File: src/rtl/pipeline_regs_pkg.sv
// Shared types for the pipeline latch sequencer (pipeline_ctrl and friends).
package pipeline_regs_pkg;

    // Sequencer operating modes
    typedef enum logic [1:0] {
        RUN,
        LUSTALL,
        DRAIN,
        HALTED
    } pctrl_state_t;

    // Width of the halt-drain countdown
    localparam int PCTRL_DRAIN_W = 2;

endpackage

File: src/rtl/pipeline_ctrl_load_use_detect.sv
// load_use_detect: flags an instruction in FD that reads the destination of a load
// sitting in DE. Register r0 is hardwired to zero and never creates a dependency.
module load_use_detect (
    input  logic       de_memread,
    input  logic [4:0] de_rt,
    input  logic [4:0] fd_rs,
    input  logic [4:0] fd_rt,
    input  logic       fd_uses_rt,
    output logic       hazard
);

    assign hazard = de_memread && (de_rt != 5'd0) &&
                    ((fd_rs == de_rt) || (fd_uses_rt && (fd_rt == de_rt)));

endmodule

File: src/rtl/pipeline_ctrl.sv
// pipeline_ctrl: sequencer for the FD/DE/EM/MW pipeline latches. Produces latch
// enables/flushes and the PC enable, handling memory-wait freeze, load-use stalls,
// taken-branch flush and the halt drain.
// Optional feature: define PIPE_PERF_CNT_EN to build the saturating stall/flush
// performance counters; otherwise stall_cnt/flush_cnt are tied to zero.
module pipeline_ctrl
    import pipeline_regs_pkg::*;
#(
    parameter int CNT_W        = 32,
    parameter int DRAIN_CYCLES = 3
) (
    input  logic             clk,
    input  logic             rst,
    input  logic             ihit,
    input  logic             dhit,
    input  logic             em_dmem_req,
    input  logic             de_memread,
    input  logic [4:0]       de_rt,
    input  logic [4:0]       fd_rs,
    input  logic [4:0]       fd_rt,
    input  logic             fd_uses_rt,
    input  logic             branch_taken,
    input  logic             halt_in,
    output logic             pc_en,
    output logic             fd_en,
    output logic             de_en,
    output logic             em_en,
    output logic             mw_en,
    output logic             fd_flush,
    output logic             de_flush,
    output logic             em_flush,
    output logic             mw_flush,
    output logic             halt,
    output logic [CNT_W-1:0] stall_cnt,
    output logic [CNT_W-1:0] flush_cnt
);

    // The halt cycle itself is the first advancing cycle of the drain
    localparam logic [PCTRL_DRAIN_W-1:0] DRAIN_INIT = PCTRL_DRAIN_W'(DRAIN_CYCLES - 1);
    localparam pctrl_state_t HALT_ENTRY = (DRAIN_CYCLES <= 1) ? HALTED : DRAIN;

    pctrl_state_t             state;
    pctrl_state_t             next_state;
    logic [PCTRL_DRAIN_W-1:0] drain_cnt;
    logic [PCTRL_DRAIN_W-1:0] next_drain_cnt;
    logic                     memwait;
    logic                     load_use;

    load_use_detect u_load_use_detect (
        .de_memread (de_memread),
        .de_rt      (de_rt),
        .fd_rs      (fd_rs),
        .fd_rt      (fd_rt),
        .fd_uses_rt (fd_uses_rt),
        .hazard     (load_use)
    );

    assign memwait = (em_dmem_req & ~dhit) | ~ihit;

    // Mode and drain countdown registers
    always_ff @(posedge clk or posedge rst) begin
        if (rst) begin
            state     <= RUN;
            drain_cnt <= '0;
        end else begin
            state     <= next_state;
            drain_cnt <= next_drain_cnt;
        end
    end

    // Resolve per-cycle priority: reset, halted, memwait, branch, load-use, drain/halt, advance
    always_comb begin
        pc_en          = 1'b1;
        fd_en          = 1'b1;
        de_en          = 1'b1;
        em_en          = 1'b1;
        mw_en          = 1'b1;
        fd_flush       = 1'b0;
        de_flush       = 1'b0;
        em_flush       = 1'b0;
        mw_flush       = 1'b0;
        halt           = 1'b0;
        next_state     = state;
        next_drain_cnt = drain_cnt;

        if (rst) begin
            pc_en    = 1'b0;
            fd_en    = 1'b0;
            de_en    = 1'b0;
            em_en    = 1'b0;
            mw_en    = 1'b0;
            fd_flush = 1'b1;
            de_flush = 1'b1;
            em_flush = 1'b1;
            mw_flush = 1'b1;
        end else if (state == HALTED) begin
            halt  = 1'b1;
            pc_en = 1'b0;
            fd_en = 1'b0;
            de_en = 1'b0;
            em_en = 1'b0;
            mw_en = 1'b0;
        end else if (memwait) begin
            pc_en    = 1'b0;
            fd_en    = 1'b0;
            de_en    = 1'b0;
            em_en    = 1'b0;
            mw_flush = 1'b1;
        end else if (branch_taken) begin
            fd_flush       = 1'b1;
            de_flush       = 1'b1;
            em_flush       = 1'b1;
            next_state     = RUN;
            next_drain_cnt = '0;
        end else if ((state == RUN) && load_use) begin
            pc_en      = 1'b0;
            fd_en      = 1'b0;
            de_flush   = 1'b1;
            next_state = LUSTALL;
        end else if (state == DRAIN) begin
            pc_en    = 1'b0;
            fd_flush = 1'b1;
            if (drain_cnt <= PCTRL_DRAIN_W'(1)) begin
                next_state     = HALTED;
                next_drain_cnt = '0;
            end else begin
                next_drain_cnt = drain_cnt - PCTRL_DRAIN_W'(1);
            end
        end else if (halt_in) begin
            pc_en          = 1'b0;
            fd_flush       = 1'b1;
            next_state     = HALT_ENTRY;
            next_drain_cnt = DRAIN_INIT;
        end else begin
            next_state = RUN;
        end
    end

`ifdef PIPE_PERF_CNT_EN
    logic stall_evt;
    logic flush_evt;

    assign stall_evt = (state != HALTED) &
                       (memwait | (~branch_taken & (state == RUN) & load_use));
    assign flush_evt = (state != HALTED) & ~memwait & branch_taken;

    // Saturating performance counters, frozen once halted
    always_ff @(posedge clk or posedge rst) begin
        if (rst) begin
            stall_cnt <= '0;
            flush_cnt <= '0;
        end else begin
            if (stall_evt && (stall_cnt != {CNT_W{1'b1}})) begin
                stall_cnt <= stall_cnt + CNT_W'(1);
            end
            if (flush_evt && (flush_cnt != {CNT_W{1'b1}})) begin
                flush_cnt <= flush_cnt + CNT_W'(1);
            end
        end
    end
`else
    assign stall_cnt = '0;
    assign flush_cnt = '0;
`endif

endmodule

File: config.mk
export PLATFORM = sky130hd
export DESIGN_NAME = pipeline_ctrl
export DESIGN_NICKNAME = d
export VERILOG_FILES = /design/src/rtl/pipeline_regs_pkg.sv /design/src/rtl/pipeline_ctrl_load_use_detect.sv /design/src/rtl/pipeline_ctrl.sv
export SDC_FILE = /design/constraint.sdc
export NUM_CORES = 1
export LEC_CHECK = 0
export ABC_AREA = 1
export CORE_MARGIN = 2
export CORE_UTILIZATION = 31
export DETAILED_ROUTE_END_ITERATION = 10
export GPL_TIMING_DRIVEN = 0
export PLACE_DENSITY = 0.82
export SLEW_MARGIN = 25
export SYNTH_ARGS = -nofsm -noshare
export SYNTH_HDL_FRONTEND = slang
export SYNTH_SLANG_ARGS = --single-unit
File: constraint.sdc
create_clock -name clk -period 1.3 [get_ports clk]
set_input_delay 0.13 -clock clk [delete_from_list [all_inputs] [get_ports clk]]
set_output_delay 0.13 -clock clk [all_outputs]
set_load 0.03 [all_outputs]
# --- Word level (Yosys, flattened, before mapping) ---
# Index checks and enable logic that the tools add are counted.
# Widths: inputs -> output; s select.
totals:
  reg_bits: 4
classes:
  n_addsub: 1
  magnitude_cmp: 1
  eq_ne: 6
  muxes: 48
  bitwise_logic: 7
  reduce_logical: 10
ops:
  columns: ["cell", "count"]
  rows:
  - ["$mux 1", 38]
  - ["$mux 2", 10]
  - ["$eq 5x5->1", 2]
  - ["$not 1->1", 5]
  - ["$reduce_and 5->1", 1]
  - ["$reduce_bool 5->1", 1]
  - ["$eq 2x2->1 const B", 2]
  - ["$logic_and 1x1->1", 4]
  - ["$ne 4x3->1 const B", 1]
  - ["$reduce_and 4->1", 1]
  - ["$reduce_bool 3->1", 1]
  - ["$le 2x1->1 const B", 1]
  - ["$logic_not 2->1", 1]
  - ["$ne 2x2->1 const B", 1]
  - ["$sub 2x1->2 const B", 1]
  - ["$and 1x1->1", 1]
  - ["$logic_or 1x1->1", 1]
  - ["$or 1x1->1", 1]

# --- Depth between registers and ports, before layout ---
# Gate-level depths: netlist (run 1).
logic_depth:
  ltp_word: 10
  depth_mapped: 10
  ltp_nobuf: 10

# --- Hierarchy ---
# Synthesis (run 1) repeated with hierarchy kept, for this count alone.
unflattened:
  hier_cells: 175
  area_unflattened_um2: 1101.1
by_module_without_submodules:
  columns: ["mod", "instances", "cells_per_inst", "area_per_inst_um2", "seq_area_each_um2"]
  rows:
  - ["pipeline_ctrl", 1, 124, 885.8, 100.1]
  - ["load_use_detect", 1, 51, 215.2, 0.0]

# --- Worst setup path after synthesis (run 1) ---
# OpenSTA, ideal clock, no wires.
synth_timing:
  path_kind: "reg2out"
  from: "register state[0]"
  to: "output fd_flush"
  arrival_ns: 1.479
  required_time_ns: 1.170
  slack_ns: -0.309
  stages_incl_launch_ff: 6
  path_buffers: 0
  cell_sequence: "dfrtp_1 nor2_1 nor2_1 nand2_1 nand2_1 o21ai_0"
synth_between:
  elab_chain_cells: 7
synth_lines:
  columns: ["element", "line", "text"]
  rows:
  - ["start: declaration", "pipeline_ctrl.sv:42", "pctrl_state_t state;"]
  - ["start signal: assignment", "pipeline_ctrl.sv:66", "state <= next_state;"]
  - ["$eq 2x2->1 / $logic_not 2->1 (equally long branches)", "pipeline_ctrl.sv:120, pipeline_ctrl.sv:115", null]
  - ["$mux 1 / $logic_and 1x1->1 (equally long branches)", "pipeline_ctrl.sv:120, pipeline_ctrl.sv:115", null]
  - ["$mux 1", "pipeline_ctrl.sv:115", "end else if ((state == RUN) && load_use) begin"]
  - ["$mux 1", "pipeline_ctrl.sv:109", "end else if (branch_taken) begin"]
  - ["$mux 1", "pipeline_ctrl.sv:103", "end else if (memwait) begin"]
  - ["$mux 1 (*)", "pipeline_ctrl.sv:96", "end else if (state == HALTED) begin"]
  - ["$mux 1 (*)", "pipeline_ctrl.sv:86", "if (rst) begin"]
  - ["end: declaration", "pipeline_ctrl.sv:29", "output logic fd_flush,"]
# Every way passes the cells marked *; elsewhere a longest branch is shown, timed or not.

# --- Worst setup path after layout (run 1) ---
layout_timing:
  from: "register state[0]"
  to: "output pc_en"
layout_between:
  elab_chain_cells: 7
layout_lines:
  columns: ["element", "line", "text"]
  rows:
  - ["$eq 2x2->1 / $logic_not 2->1 (equally long branches)", "pipeline_ctrl.sv:120, pipeline_ctrl.sv:115", null]
  - ["$mux 1 / $logic_and 1x1->1 (equally long branches)", "pipeline_ctrl.sv:120, pipeline_ctrl.sv:115", null]
  - ["$mux 1", "pipeline_ctrl.sv:115", null]
  - ["$mux 1", "pipeline_ctrl.sv:109", null]
  - ["$mux 1", "pipeline_ctrl.sv:103", null]
  - ["$mux 1 (*)", "pipeline_ctrl.sv:96", null]
  - ["$mux 1 (*)", "pipeline_ctrl.sv:86", null]
  - ["end: declaration", "pipeline_ctrl.sv:24", "output logic pc_en,"]
# Marked as above.

==> results of run 1 <==
cell usage in the layout, fill, tap and decap left out, types with 2 or more instances in the layout:
cell type        netlist  layout
buf_6                  0       6
dfrtp_1                4       4
nand4_1                3       3
inv_1                 20      15
conb_1                 1      64
dlygate4sd2_1          0      16
nor3_1                 2       2
nand3_1                5       5
o21ai_2                1       2
nand2_1               43      41
nand2_2                1       2
nor2_1                13      11
buf_4                 65      72
o21ai_1                0       3
nor2_4                 1       2
clkbuf_4               0       5
clkdlybuf4s50_1        0       7
inv_2                  3       8
what timing repair did:
action | 4_1_cts | 5_1_grt
buffers inserted | 6 | 0
hold endpoints to repair | 0 | 0
gates resized for setup | 86 | 4
pin swaps | 15 | 2
hold buffers | 0 | 0
setup endpoints to repair | 13 | 14
logic make-up (layout without fill, tap and decap cells):
family,count (synthesis),count (layout)
buffers and inverters,88,130
AND/OR/NAND/NOR,70,70
AO/OA/AOI/OAI,8,8
flip-flops,4,4
other,1,64
XOR/XNOR,1,1
final timing paths:
kind                       slack, ns                  endpoint                startpoint
max                            -0.21                     pc_en      state[0]$_DFFE_PP0P_
min                             0.25  drain_cnt[1]$_DFFE_PP0P_                       rst
max reg2reg                    -0.06      state[1]$_DFFE_PP0P_      state[0]$_DFFE_PP0P_
min reg2reg                     0.53  drain_cnt[1]$_DFFE_PP0P_  drain_cnt[1]$_DFFE_PP0P_
max in group asynchronous       0.89      state[1]$_DFFE_PP0P_                       rst
min in group clk                0.53  drain_cnt[1]$_DFFE_PP0P_  drain_cnt[1]$_DFFE_PP0P_
sequential cells by signal (all words and copies together), names as in the netlist:
register and cells:
state 2, drain_cnt 2
report_power, final:
| group | leakage, nW | internal (mW) | total, mW | switching [mW] |
|---|---|---|---|---|
| sequential | 0.0455 | 0.125 | 0.125 | 0 |
| combinational | 1.06 | 0.212 | 0.569 | 0.357 |
| clock | 0.0138 | 0.103 | 0.146 | 0.0431 |
per-layer routing:
layer  vias to the layer above  GRT usage [%]
met5                         -              0
met4                         0          4.255
met3                         0          2.277
met2                        52          23.46
met1                       438          12.19
li1                        599              -
worst register-to-register path, cell delays in order, from the launching register on:
cell     delay [ns]
dfrtp_1        0.40
nand2_1        0.14
nand2_2        0.11
nor2_4         0.16
buf_4          0.16
nand2_1        0.06
inv_2          0.07
nand3_1        0.07
o21ai_0        0.09
cell type report:
type	count	area [um2]	area share (%)
inverter	23	86.33	4.950
buffer	65	491.7	28.19
tap	46	57.56	3.300
multi-input combinational	143	639.4	36.66
sequential	4	100.1	5.739
timing repair buffer	39	346.6	19.87
clock buffer	3	22.52	1.291
stage by stage:
| stage | TNS, ns | setup slack (ns) |
|---|---|---|
| after floorplan | -0.1857 | -0.08322 |
| after global placement | -7.102 | -0.8603 |
| after detailed placement | -7.385 | -0.8660 |
| after CTS | -1.073 | -0.2130 |
| after global routing | -2.229 | -0.3034 |
| final | -1.028 | -0.2054 |
==> results.cfg, run 1 <==
[status]
outcome = finished with violations
failed_checks = negative setup slack

[synth]
synth-simple-area-share_pct = 29.04
synth-seq-cells = 4
synth.most_common_cell = buf_4
synth_area_leaders = buf_4 (47%), nand2_1 (16%), dfrtp_1 (9.6%)
yosysUniqueCellTypes = 18
syn_area_mm2 = 0.001038
synth_top_area_cell = buf_4
ys_warn_count = 0
synth-compound-area-share_pct = 4.819
async_flop_share_pct = 100.0
muxShareOfSynthArea_pct = 0
synth_xor_xnor_area_share_pct = 0.8434
syn_area_per_cell_um2 = 6.038
synth_flop_cell = dfrtp_1
synth-edff-count = 0
yosysSeqAreaShare_pct = 9.639
synth_common_cells = buf_4 (65), nand2_1 (43), inv_1 (20), nor2_1 (13)
yosysTopAreaCellShare_pct = 46.99
syn_inst = 172
synth_top_family_by_area = buffers and inverters
synthAdderAreaFrac_pct = 0

[placed_design]
gp_congestion = 0.7275
dpl_cell_area_mm2 = 0.001675
hpwlAfterDp_um = 2109
dp.cells = 314
io_buffers = 33

[power]
total_power_mw = 0.8401
ir_drop_uv = 178.1
powerDensity_mw_per_mm2 = 481.6
p_leak_nw = 1.118

[worst_setup_path]
cpMostUsedCell = nor2_1
critPathSlowestCell = dfrtp_1
slowest_delay_ns = 0.40
rr_worst_depth = 8
crit_cells = 5
critPathBufInv = 1
cp.required_ns = 1.17
cp-start-kind = flop
arrival_ns = 1.38
cp_max_fo = 4
critPathCaptureType = primary output
crit_chain = nor2_2 > nor2_1 > nor2_1 > nor2_4 > buf_6
crit_type = flop to primary output
crit_family = simple AND/OR/NAND/NOR gates

[floorplanning]
die_area_mm2 = 0.003829
start_util_pct = 31.62
die_x_um = 61.88
core_mm2 = 0.003284
die_h_um = 61.88
boundaryPins = 98
rows = 21

[route]
highest_layer = met3
drt-met1-wl_um = 762
drcViolationCount = 0
final_antenna_net_count = 0
wl_met3_um = 256
drt_iter0_markers = 14
via_per_inst = 3.372
route.met2.wl_um = 1260
firstDrtPassIters = 6
wl_per_cell_um = 7.056
drt-total-wl_um = 2279
vias = 1089

[cells_and_area]
postLayoutCoreUtil_pct = 53.10
nFillCells = 340
stdcell_count = 323
nets = 303
diodes = 0
area_growth_syn_to_layout_pct = 67.95
final_cell_area_mm2 = 0.001744
drive_gt1_share_pct = 37.18

[grt]
grt_overflow = 0
antenna_found_initial = 0
grt_start_max_net_pins = 9
grt_usage_pct = 11.87
grt_pass1_wl_um = 3436
grt_pass1_vias = 926

[cts]
clock_path_buffers = 2
worstSkewPairLatency_ns = 0.23
clk_pin_slew_ns = 0.04
cts-buffers-inserted = 3
clock_sinks = 4
cts_root_buffer = clkbuf_4
h-tree-depth = 1
cts_tree = done

[timing]
fin_hold_ws_ns = 0.2541
rsz0062_at_grt = yes
finalSetupViolations = 10
final.setup_skew_ns = 0.002976
fin_ws_ns = -0.2054
finalCritPeriodShare_pct = 115.8
fmax_mhz = 664.3
finalHoldViolCount = 0
maxSlewViolCount = 0
finalCriticalPeriod_ns = 1.505

[hold_path]
hold_path_class = input pin to asynchronous set/reset pin

[job]
cap_violations = 0
No activity file was read; power rests on OpenSTA's default activity.
==> run 2: changes to the inputs <==
--- a/config.mk
+++ b/config.mk
@@ -6,6 +6,7 @@
 export NUM_CORES = 1
 export LEC_CHECK = 0
 export ABC_AREA = 1
+export CAP_MARGIN = 20
 export CORE_MARGIN = 2
 export CORE_UTILIZATION = 31
 export DETAILED_ROUTE_END_ITERATION = 10
==> results of run 2 <==
Same layout as run 1: the final DEF is identical, and so are final timing and power.
